===== src/rtl/score_evaluation_multi_if.sv =====
// Guess/score bus between the button encoder, the score evaluator and the
// mole generator / display side. The evaluator is the slave: it receives
// the game controls and the guess, and returns score and pulse outputs.
interface score_evaluation_multi_if #(
  parameter int NUM_HOLES = 8,
  parameter int GUESS_W   = 3,
  parameter int SCORE_W   = 8,
  parameter int COMBO_MAX = 4
);
  localparam int COMBO_W = $clog2(COMBO_MAX + 1);

  logic                 i_restart_game;
  logic                 i_game_over;
  logic                 eval_now;
  logic [GUESS_W-1:0]   user_guess;
  logic [NUM_HOLES-1:0] mole_mask;
  logic                 penalty_en;

  logic [SCORE_W-1:0]   score;
  logic [SCORE_W-1:0]   high_score;
  logic [COMBO_W-1:0]   combo;
  logic                 guess_correct;
  logic                 guess_wrong;
  logic                 guess_now;
  logic [NUM_HOLES-1:0] hit_mask;

  modport master (
    output i_restart_game, i_game_over, eval_now, user_guess, mole_mask, penalty_en,
    input  score, high_score, combo, guess_correct, guess_wrong, guess_now, hit_mask
  );

  modport slave (
    input  i_restart_game, i_game_over, eval_now, user_guess, mole_mask, penalty_en,
    output score, high_score, combo, guess_correct, guess_wrong, guess_now, hit_mask
  );
endinterface


===== src/rtl/score_evaluation_multi.sv =====
// Multi-mole score evaluator for whack-a-mole. Judges a guessed hole index
// against the mask of raised moles, scores correct hits with a saturating
// combo multiplier, locks input out after a wrong guess and tracks the best
// score across restarts. All outputs come straight from registers.
module score_evaluation_multi #(
  parameter int NUM_HOLES    = 8,
  parameter int GUESS_W      = 3,
  parameter int SCORE_W      = 8,
  parameter int COMBO_MAX    = 4,
  parameter int BLOCK_CYCLES = 100000000,
  parameter int CNT_W        = 27
) (
  input logic                    clk,
  input logic                    rst_n,
  score_evaluation_multi_if.slave bus
);

  localparam int COMBO_W = $clog2(COMBO_MAX + 1);

  typedef enum logic [1:0] {
    ST_PLAY    = 2'd0,
    ST_BLOCKED = 2'd1,
    ST_OVER    = 2'd2
  } state_t;

  state_t               state_r, state_nxt_s;
  logic [SCORE_W-1:0]   score_r, score_nxt_s;
  logic [SCORE_W-1:0]   high_r, high_nxt_s;
  logic [COMBO_W-1:0]   combo_r, combo_nxt_s;
  logic [CNT_W-1:0]     cnt_r, cnt_nxt_s;
  logic                 correct_r, correct_nxt_s;
  logic                 wrong_r, wrong_nxt_s;
  logic                 guess_now_r, guess_now_nxt_s;
  logic [NUM_HOLES-1:0] hit_r, hit_nxt_s;

  logic [NUM_HOLES-1:0] onehot_s;
  logic                 is_hit_s;
  logic [SCORE_W:0]     sum_s;
  logic [SCORE_W-1:0]   score_inc_s;
  logic [SCORE_W-1:0]   score_dec_s;
  logic [COMBO_W-1:0]   combo_inc_s;

  // Decode the guess and precompute the saturating score/combo updates.
  // Guesses at or beyond NUM_HOLES decode to an all-zero one-hot and miss.
  always_comb begin
    onehot_s = {NUM_HOLES{1'b0}};
    for (int i = 0; i < NUM_HOLES; i++) begin
      onehot_s[i] = (bus.user_guess == GUESS_W'(i));
    end
    is_hit_s    = |(onehot_s & bus.mole_mask);
    sum_s       = {1'b0, score_r} + (SCORE_W + 1)'(combo_r);
    score_inc_s = sum_s[SCORE_W] ? {SCORE_W{1'b1}} : sum_s[SCORE_W-1:0];
    score_dec_s = (score_r == {SCORE_W{1'b0}}) ? {SCORE_W{1'b0}}
                                               : score_r - SCORE_W'(1);
    combo_inc_s = (combo_r >= COMBO_W'(COMBO_MAX)) ? COMBO_W'(COMBO_MAX)
                                                   : combo_r + COMBO_W'(1);
  end

  // Next-state and next-output logic; restart beats game over beats eval.
  always_comb begin
    state_nxt_s     = state_r;
    score_nxt_s     = score_r;
    high_nxt_s      = high_r;
    combo_nxt_s     = combo_r;
    cnt_nxt_s       = cnt_r;
    guess_now_nxt_s = guess_now_r;
    correct_nxt_s   = 1'b0;
    wrong_nxt_s     = 1'b0;
    hit_nxt_s       = {NUM_HOLES{1'b0}};

    if (bus.i_restart_game) begin
      state_nxt_s     = ST_PLAY;
      score_nxt_s     = {SCORE_W{1'b0}};
      combo_nxt_s     = COMBO_W'(1);
      cnt_nxt_s       = {CNT_W{1'b0}};
      guess_now_nxt_s = 1'b1;
    end else if (bus.i_game_over) begin
      state_nxt_s     = ST_OVER;
      cnt_nxt_s       = {CNT_W{1'b0}};
      guess_now_nxt_s = 1'b0;
      // Score is frozen once in OVER, so only the entering edge can raise it.
      if ((state_r != ST_OVER) && (score_r > high_r)) begin
        high_nxt_s = score_r;
      end else begin
        high_nxt_s = high_r;
      end
    end else begin
      case (state_r)
        ST_PLAY: begin
          if (bus.eval_now && is_hit_s) begin
            correct_nxt_s = 1'b1;
            hit_nxt_s     = onehot_s;
            score_nxt_s   = score_inc_s;
            combo_nxt_s   = combo_inc_s;
          end else if (bus.eval_now) begin
            wrong_nxt_s     = 1'b1;
            combo_nxt_s     = COMBO_W'(1);
            score_nxt_s     = bus.penalty_en ? score_dec_s : score_r;
            guess_now_nxt_s = 1'b0;
            cnt_nxt_s       = {CNT_W{1'b0}};
            state_nxt_s     = ST_BLOCKED;
          end else begin
            state_nxt_s = ST_PLAY;
          end
        end
        ST_BLOCKED: begin
          if (cnt_r == CNT_W'(BLOCK_CYCLES - 1)) begin
            guess_now_nxt_s = 1'b1;
            cnt_nxt_s       = {CNT_W{1'b0}};
            state_nxt_s     = ST_PLAY;
          end else begin
            cnt_nxt_s = cnt_r + CNT_W'(1);
          end
        end
        ST_OVER: begin
          guess_now_nxt_s = 1'b0;
        end
        default: begin
          state_nxt_s     = ST_PLAY;
          guess_now_nxt_s = 1'b1;
          cnt_nxt_s       = {CNT_W{1'b0}};
        end
      endcase
    end
  end

  // State register for the PLAY/BLOCKED/OVER controller.
  always_ff @(posedge clk or negedge rst_n) begin
    if (!rst_n) begin
      state_r <= ST_PLAY;
    end else begin
      state_r <= state_nxt_s;
    end
  end

  // Datapath and output registers; high score survives restarts.
  always_ff @(posedge clk or negedge rst_n) begin
    if (!rst_n) begin
      score_r     <= {SCORE_W{1'b0}};
      high_r      <= {SCORE_W{1'b0}};
      combo_r     <= COMBO_W'(1);
      cnt_r       <= {CNT_W{1'b0}};
      correct_r   <= 1'b0;
      wrong_r     <= 1'b0;
      guess_now_r <= 1'b1;
      hit_r       <= {NUM_HOLES{1'b0}};
    end else begin
      score_r     <= score_nxt_s;
      high_r      <= high_nxt_s;
      combo_r     <= combo_nxt_s;
      cnt_r       <= cnt_nxt_s;
      correct_r   <= correct_nxt_s;
      wrong_r     <= wrong_nxt_s;
      guess_now_r <= guess_now_nxt_s;
      hit_r       <= hit_nxt_s;
    end
  end

  assign bus.score         = score_r;
  assign bus.high_score    = high_r;
  assign bus.combo         = combo_r;
  assign bus.guess_correct = correct_r;
  assign bus.guess_wrong   = wrong_r;
  assign bus.guess_now     = guess_now_r;
  assign bus.hit_mask      = hit_r;

endmodule


===== src/flat_wrapper.sv =====
// flat-port wrapper written by rule: the top's interface ports become plain ports
module score_evaluation_multi_flat 
#(
  parameter int NUM_HOLES    = 8,
  parameter int GUESS_W      = 3,
  parameter int SCORE_W      = 8,
  parameter int COMBO_MAX    = 4,
  parameter int BLOCK_CYCLES = 100000000,
  parameter int CNT_W        = 27
)
  (clk, rst_n, bus_i_restart_game, bus_i_game_over, bus_eval_now, bus_user_guess, bus_mole_mask, bus_penalty_en, bus_score, bus_high_score, bus_combo, bus_guess_correct, bus_guess_wrong, bus_guess_now, bus_hit_mask);
  score_evaluation_multi_if #(.NUM_HOLES(NUM_HOLES), .GUESS_W(GUESS_W), .SCORE_W(SCORE_W), .COMBO_MAX(COMBO_MAX)) bus_i ();
  input logic clk;
  input logic rst_n;
  input wire logic [$bits(bus_i.i_restart_game)-1:0] bus_i_restart_game;
  input wire logic [$bits(bus_i.i_game_over)-1:0] bus_i_game_over;
  input wire logic [$bits(bus_i.eval_now)-1:0] bus_eval_now;
  input wire logic [$bits(bus_i.user_guess)-1:0] bus_user_guess;
  input wire logic [$bits(bus_i.mole_mask)-1:0] bus_mole_mask;
  input wire logic [$bits(bus_i.penalty_en)-1:0] bus_penalty_en;
  output wire logic [$bits(bus_i.score)-1:0] bus_score;
  output wire logic [$bits(bus_i.high_score)-1:0] bus_high_score;
  output wire logic [$bits(bus_i.combo)-1:0] bus_combo;
  output wire logic [$bits(bus_i.guess_correct)-1:0] bus_guess_correct;
  output wire logic [$bits(bus_i.guess_wrong)-1:0] bus_guess_wrong;
  output wire logic [$bits(bus_i.guess_now)-1:0] bus_guess_now;
  output wire logic [$bits(bus_i.hit_mask)-1:0] bus_hit_mask;
  assign bus_i.i_restart_game = bus_i_restart_game;
  assign bus_i.i_game_over = bus_i_game_over;
  assign bus_i.eval_now = bus_eval_now;
  assign bus_i.user_guess = bus_user_guess;
  assign bus_i.mole_mask = bus_mole_mask;
  assign bus_i.penalty_en = bus_penalty_en;
  assign bus_score = bus_i.score;
  assign bus_high_score = bus_i.high_score;
  assign bus_combo = bus_i.combo;
  assign bus_guess_correct = bus_i.guess_correct;
  assign bus_guess_wrong = bus_i.guess_wrong;
  assign bus_guess_now = bus_i.guess_now;
  assign bus_hit_mask = bus_i.hit_mask;
  score_evaluation_multi #(.NUM_HOLES(NUM_HOLES), .GUESS_W(GUESS_W), .SCORE_W(SCORE_W), .COMBO_MAX(COMBO_MAX), .BLOCK_CYCLES(BLOCK_CYCLES), .CNT_W(CNT_W)) u_core (.clk(clk), .rst_n(rst_n), .bus(bus_i));
endmodule

===== config.mk =====
export PLATFORM = sky130hd
export DESIGN_NAME = score_evaluation_multi_flat
export DESIGN_NICKNAME = d
export VERILOG_FILES = /design/src/rtl/score_evaluation_multi_if.sv /design/src/rtl/score_evaluation_multi.sv /design/src/flat_wrapper.sv
export SDC_FILE = /design/constraint.sdc
export NUM_CORES = 1
export LEC_CHECK = 0
export ABC_AREA = 1
export BUFFER_PORTS_ARGS = -buffer_cell sky130_fd_sc_hd__buf_4
export CORE_ASPECT_RATIO = 0.6
export CORE_MARGIN = 1
export CORE_UTILIZATION = 35
export CTS_BUF_LIST = sky130_fd_sc_hd__clkbuf_4 sky130_fd_sc_hd__clkbuf_8
export DETAILED_ROUTE_END_ITERATION = 6
export GPL_ROUTABILITY_DRIVEN = 0
export PLACE_DENSITY = 0.51
export SKIP_LAST_GASP = 1
export SLEW_MARGIN = 20
export SYNTH_ARGS = -nofsm -noshare
export SYNTH_HDL_FRONTEND = slang
export SYNTH_SLANG_ARGS = --single-unit
export TNS_END_PERCENT = 10

===== constraint.sdc =====
create_clock -name clk -period 2.5 [get_ports clk]
set_input_delay 0 -clock clk [delete_from_list [all_inputs] [get_ports clk]]
set_output_delay 0 -clock clk [all_outputs]
set_load 0.01 [all_outputs]

# Word level (Yosys, flattened, before mapping)
# Cells that the tools add are included.
# Widths: inputs -> output; s select.
[word_totals] ramBits=0 romBits=0 n_memories=0 wordCells=93 register_bits=59 inputBits=17 latchBits=0
[op_classes] n_shift=0 n_div=0 magnitude_cmp=2 n_reduce_logical=15 mul=0 bitwise_logic=2 n_addsub=4 eq_ne=16 mux=45
[op_table] cell="$mux 27" n=5
[op_table] cell="$mux 8" n=12
[op_table] cell="$pmux 27 s3" n=1
[op_table] cell="$add 27x1->27 const B" n=1
[op_table] cell="$eq 27x27->1 const B" n=1
[op_table] cell="$mux 3" n=6
[op_table] cell="$mux 1" n=15
[op_table] cell="$reduce_and 3->1" n=5
[op_table] cell="$eq 3x3->1 const B" n=4
[op_table] cell="$add 8x3->9" n=1
[op_table] cell="$and 8x8->8" n=1
[op_table] cell="$gt 8x8->1" n=1
[op_table] cell="$logic_not 8->1" n=1
[op_table] cell="$mux 2" n=4
[op_table] cell="$ne 4x4->1 const B" n=2
[op_table] cell="$reduce_or 8->1" n=1
[op_table] cell="$sub 8x1->8 const B" n=1
[op_table] cell="$eq 3x2->1 const B" n=2
[op_table] cell="$pmux 2 s3" n=1
[op_table] cell="$reduce_bool 3->1" n=2
[op_table] cell="$ne 2x2->1 const B" n=2
[op_table] cell="$ne 4x3->1 const B" n=1
[op_table] cell="$reduce_and 4->1" n=1
[op_table] cell="$add 3x1->3 const B" n=1
[op_table] cell="11 further kinds" n=12

# Longest topological paths before layout
[depth] depth_word=8 ltp_mapped=13 ltp_nobuf=13

# Least setup slack after synthesis
# OpenSTA, ideal clock, no wires.
[synth_path] path_kind="flip-flop to flip-flop" from="register u_core.combo_r[0], in the netlist u_core.bus.combo[0]" to="register u_core.score_r[4], in the netlist u_core.bus.score[4]" synth_period_minus_slack_ns=1.873 setup_ns=0.065 arrival_time_ns=1.808 n_path_buf=0 path_stages_with_launch=13 slack_ns=0.627 cell_sequence="dfstp_2 -> ha_1 -> fa_1 -> nand2_1 -> nand2_1 -> nand2_1 -> nor2_1 -> nor2_1 -> nand3_1 -> nand2_1 -> inv_1 -> nand3_1 -> nand2_1"
[synth_via] elab_chain_len=6
[synth_lines] item="from (decl)" line="score_evaluation_multi.sv:29" text="logic [COMBO_W-1:0] combo_r, combo_nxt_s;"
[synth_lines] item="from (signal assigned)" line="score_evaluation_multi.sv:150" text="combo_r <= combo_nxt_s;"
[synth_lines] item="$add 8x3->9" line="score_evaluation_multi.sv:51" text="sum_s = {1'b0, score_r} + (SCORE_W + 1)'(combo_r);"
[synth_lines] item="$mux 8" line="score_evaluation_multi.sv:52" text="score_inc_s = sum_s[SCORE_W] ? {SCORE_W{1'b1}} : sum_s[SCORE_W-1:0];"
[synth_lines] item="$mux 8" line="score_evaluation_multi.sv:90" text="if (bus.eval_now && is_hit_s) begin"
[synth_lines] item="$mux 8" line="score_evaluation_multi.sv:88" text="case (state_r)"
[synth_lines] item="$mux 8" line="score_evaluation_multi.sv:77" text="end else if (bus.i_game_over) begin"
[synth_lines] item="$mux 8" line="score_evaluation_multi.sv:71" text="if (bus.i_restart_game) begin"
[synth_lines] item="to (signal assigned)" line="score_evaluation_multi.sv:139" text="score_r <= {SCORE_W{1'b0}};"
[synth_lines] item="to (signal assigned)" line="score_evaluation_multi.sv:148" text="score_r <= score_nxt_s;"
[synth_lines] item="to (decl)" line="score_evaluation_multi.sv:27" text="logic [SCORE_W-1:0] score_r, score_nxt_s;"
# Every way passes these cells. The select of a mux whose other input is x is not followed.
# A chain may end at the register's enable or synchronous reset.

# Worst setup path in the final report
[layout_path] from="register u_core.combo_r[0], in the netlist u_core.bus.combo[0]" to="register u_core.score_r[2], in the netlist u_core.bus.score[2]"
# The elaborated chain is that of the path after synthesis.

==> flow_metrics.py <==
metrics = {
    "power_and_ir_drop": {
        "max-vdd-ir-drop_mv": 0.372,
        "powerDensity_nw_per_um2": 759,
        "leakagePower_nw": 2.27,
    },
    "floorplan": {
        "core_area_um2": 10800,
        "dieArea_um2": 11900,
        "die_h_um": 84.9,
        "core.rowCount": 29,
        "io-pin-count": 47,
        "fp.dieW_um": 140,
        "initial_core_util_pct": 37.0,
    },
    "drt": {
        "avgRoutedWirePerCell_um": 14.8,
        "dr.pass1.iters": 5,
        "drc": 0,
        "dr.first_iter.drc_count": 249,
        "vias_per_cell": 4.98,
        "vias": 3696,
        "drt-total-wl_um": 11000,
        "final_antenna_net_count": 0,
    },
    "critical_path": {
        "reg2regPathDepth": 12,
        "slowest_delay_ps": 590,
        "crit_path_cell_trace": "ha_1, fa_1, nand2_1, nand2_1, nand2_1, nor2_1, a21oi_1, nand3_1, nand2_1, inv_1, nand3_1, nand2_1",
        "crit_fanout": 6,
        "crit_arrival_ps": 2490,
        "slowest_stage": "dfstp_2",
        "cpMostUsedCell": "nand2_1",
        "worst_ep_required_time_ps": 2780,
        "endpoint_kind": "flop",
        "worstSetupPathType": "reg -> reg",
        "start_kind": "flop",
    },
    "synthesis": {
        "synthesis.instances": 542,
        "synth_warnings": 0,
        "synth_ff_type": "dfrtp_1",
        "synth_cell_types": 38,
        "synth-edff-count": 0,
        "synth-seq-cells": 59,
        "seq_area_frac_synth_pct": 36.9,
        "ys_async_sr_fraction_pct": 100,
        "synth_area_um2": 4010,
        "synthesis.nets": 576,
        "syn_avg_cell_area_um2": 7.40,
    },
    "global_route": {
        "use_met3_pct": 4.97,
        "gr-total-overflow": 0,
        "use_met1_pct": 34.4,
        "grt_use_total_pct": 20.5,
        "grt_start_max_net_pins": 60,
        "grt_util_met2_pct": 24.7,
        "grt_pass1_vias": 3444,
        "top_usage_layer": "met1",
        "grt_pass1_wl_um": 18700,
        "antenna_found_initial": 0,
    },
    "clock_network": {
        "cts_tree": "built",
        "root_buffer": "clkbuf_8",
        "numCtsBuffers": 9,
        "clk_pin_slew_worst_paths_ps": 70,
        "clockBufferDepth": 2,
        "post-cts-setup-buffers": 0,
        "htree_levels": 3,
        "clock_sinks": 59,
        "clk_latency_ps": 340,
    },
    "placed_design": {
        "dp_cells": 718,
        "port_buffers": 46,
        "dp_hpwl_um": 8260,
    },
    "layout": {
        "n_antenna_cell": 0,
        "final_cells": 742,
        "multi_input_area_um2": 2150,
        "syn2layout_area_growth_pct": 17.3,
        "n_fill_cell": 1131,
        "final_nets": 632,
        "utilization_pct": 43.4,
        "regArea_um2": 1480,
        "layout-drive-gt1-share_pct": 16.9,
    },
    "sta": {
        "tightest_slew_ps": 784,
        "timing.fmax_mhz": 452,
        "fin_tns_setup_ps": 0,
        "finalSetupViolCount": 0,
        "rsz0062_at_grt": "false",
        "finalCritPeriodShare_pct": 88.5,
        "hold_viol": 0,
        "slew_headroom_pct": 47.7,
        "skew_ps": 9.59,
        "slew_viol_final": 0,
        "min_period_ps": 2210,
    },
    "worst_hold_path": {
        "holdPathStages": 3,
        "min_path_type": "in -> reg",
    },
    "outcome": {
        "status": "finished, final reports clean",
    },
    "flow_run": {
        "maxCapViolations": 0,
    },
}
[worst max-delay path: cells and delay by family, from the launching register on]
family	cells	cell delay (ps)
fa+ha+maj	2	430
buf+inv	1	70
simple gates	8	970
flops	1	590
compound gates	1	80
[placed cells by master (no fill, tap or decap), drive strengths merged]
cell type    synthesis  final
nor3                14     14
nor2                57     57
a21oi                6      6
clkinv               0      3
or3                  1      1
clkbuf               1     13
o211ai               1      1
or2                  1      1
dlygate4sd3          0      8
buf                 12     50
fa                   1      1
nand2              159    159
nor3b                1      1
nand3b               2      2
nand4               16     16
o21ai               40     40
dfstp                2      2
ha                  16     16
inv                 69     69
nand3               49     49
xnor2                8      8
nor4                10     10
o22ai                2      2
dfrtp               57     57
xor2                17     17
[Yosys cell counts (4+ instances only)]
cell	count	area (um2)
a21oi_1	6	30.0
buf_6	5	56.3
dfrtp_1	57	1430
ha_1	16	200
inv_1	64	240
nand2_1	144	541
nand2_2	11	68.8
nand3_1	46	230
nand4_1	16	100
nor2_1	52	195
nor2_2	4	25.0
nor3_1	13	65.1
nor4_1	10	62.6
o21ai_0	26	130
o21ai_1	11	55.1
xnor2_1	8	70.1
xor2_1	17	149
[worst paths after layout]
path	from	endpoint	slack (ps)
hold reg to reg	u_core.bus.guess_now	u_core.bus.guess_now	470
setup / recovery	u_core.bus.combo[0]	u_core.bus.score[2]	290
hold / removal	bus_eval_now	u_core.bus.combo[2]	110
setup reg to reg	u_core.bus.combo[0]	u_core.bus.score[2]	290
max in group asynchronous	rst_n	u_core.bus.hit_mask[4]	1700
min in group asynchronous	rst_n	u_core.bus.high_score[1]	280
[registers in the layout, summed over array words and instances (netlist names)]
signal,flops
u_core.bus.high_score,8
u_core.bus.score,8
u_core.state_r,2
u_core.cnt_r,27
u_core.bus.guess_wrong,1
u_core.bus.guess_correct,1
u_core.bus.hit_mask,8
u_core.bus.guess_now,1
u_core.bus.combo,3
[layer usage]
metal / vias to the layer above / share of wire, %
met2: 114 / 34
met4: 0 / 0.64
met5: - / 0
li1: 1864 / -
met3: 5 / 7.0
met1: 1713 / 58
[repair_timing]
item                      4_1_cts  5_1_grt
hold endpoints to repair       67        0
hold buffers                    8        0
gates resized for setup         0        0
[cell families after synthesis]
family,synth area share (%)
buffers and inverters,9.58
XOR/XNOR,5.46
AO/OA/AOI/OAI,6.65
AND/OR/NAND/NOR,35.9
adder cells (fa/ha/maj),5.49
flip-flops,36.9
[where the power goes]
group	switching [W]	total, W	internal, W
clock	0.000381	0.000812	0.000431
sequential	0.000179	0.00125	0.00107
combinational	0.000908	0.00151	0.000598
[per-stage QoR]
stage,hold slack [ps],setup WS [ps],total power (W),area [um2]
detailed placement,138,337,0.00276,4440
global placement,138,388,0.00275,4440
global route,82.1,54.1,0.00391,4700
finish,106,288,0.00357,4700
CTS,69.8,299,0.00360,4700
floorplan,-296,627,0.00223,4010
[layout make-up]
type / instances / area share, %
clock buffer: 13 / 3.54
clock inverter: 3 / 0.319
inverter: 69 / 5.67
multi-input combinational: 401 / 45.7
sequential: 59 / 31.4
tap: 139 / 3.70
timing repair buffer: 58 / 9.68
No activity file was read; power rests on OpenSTA's default activity.
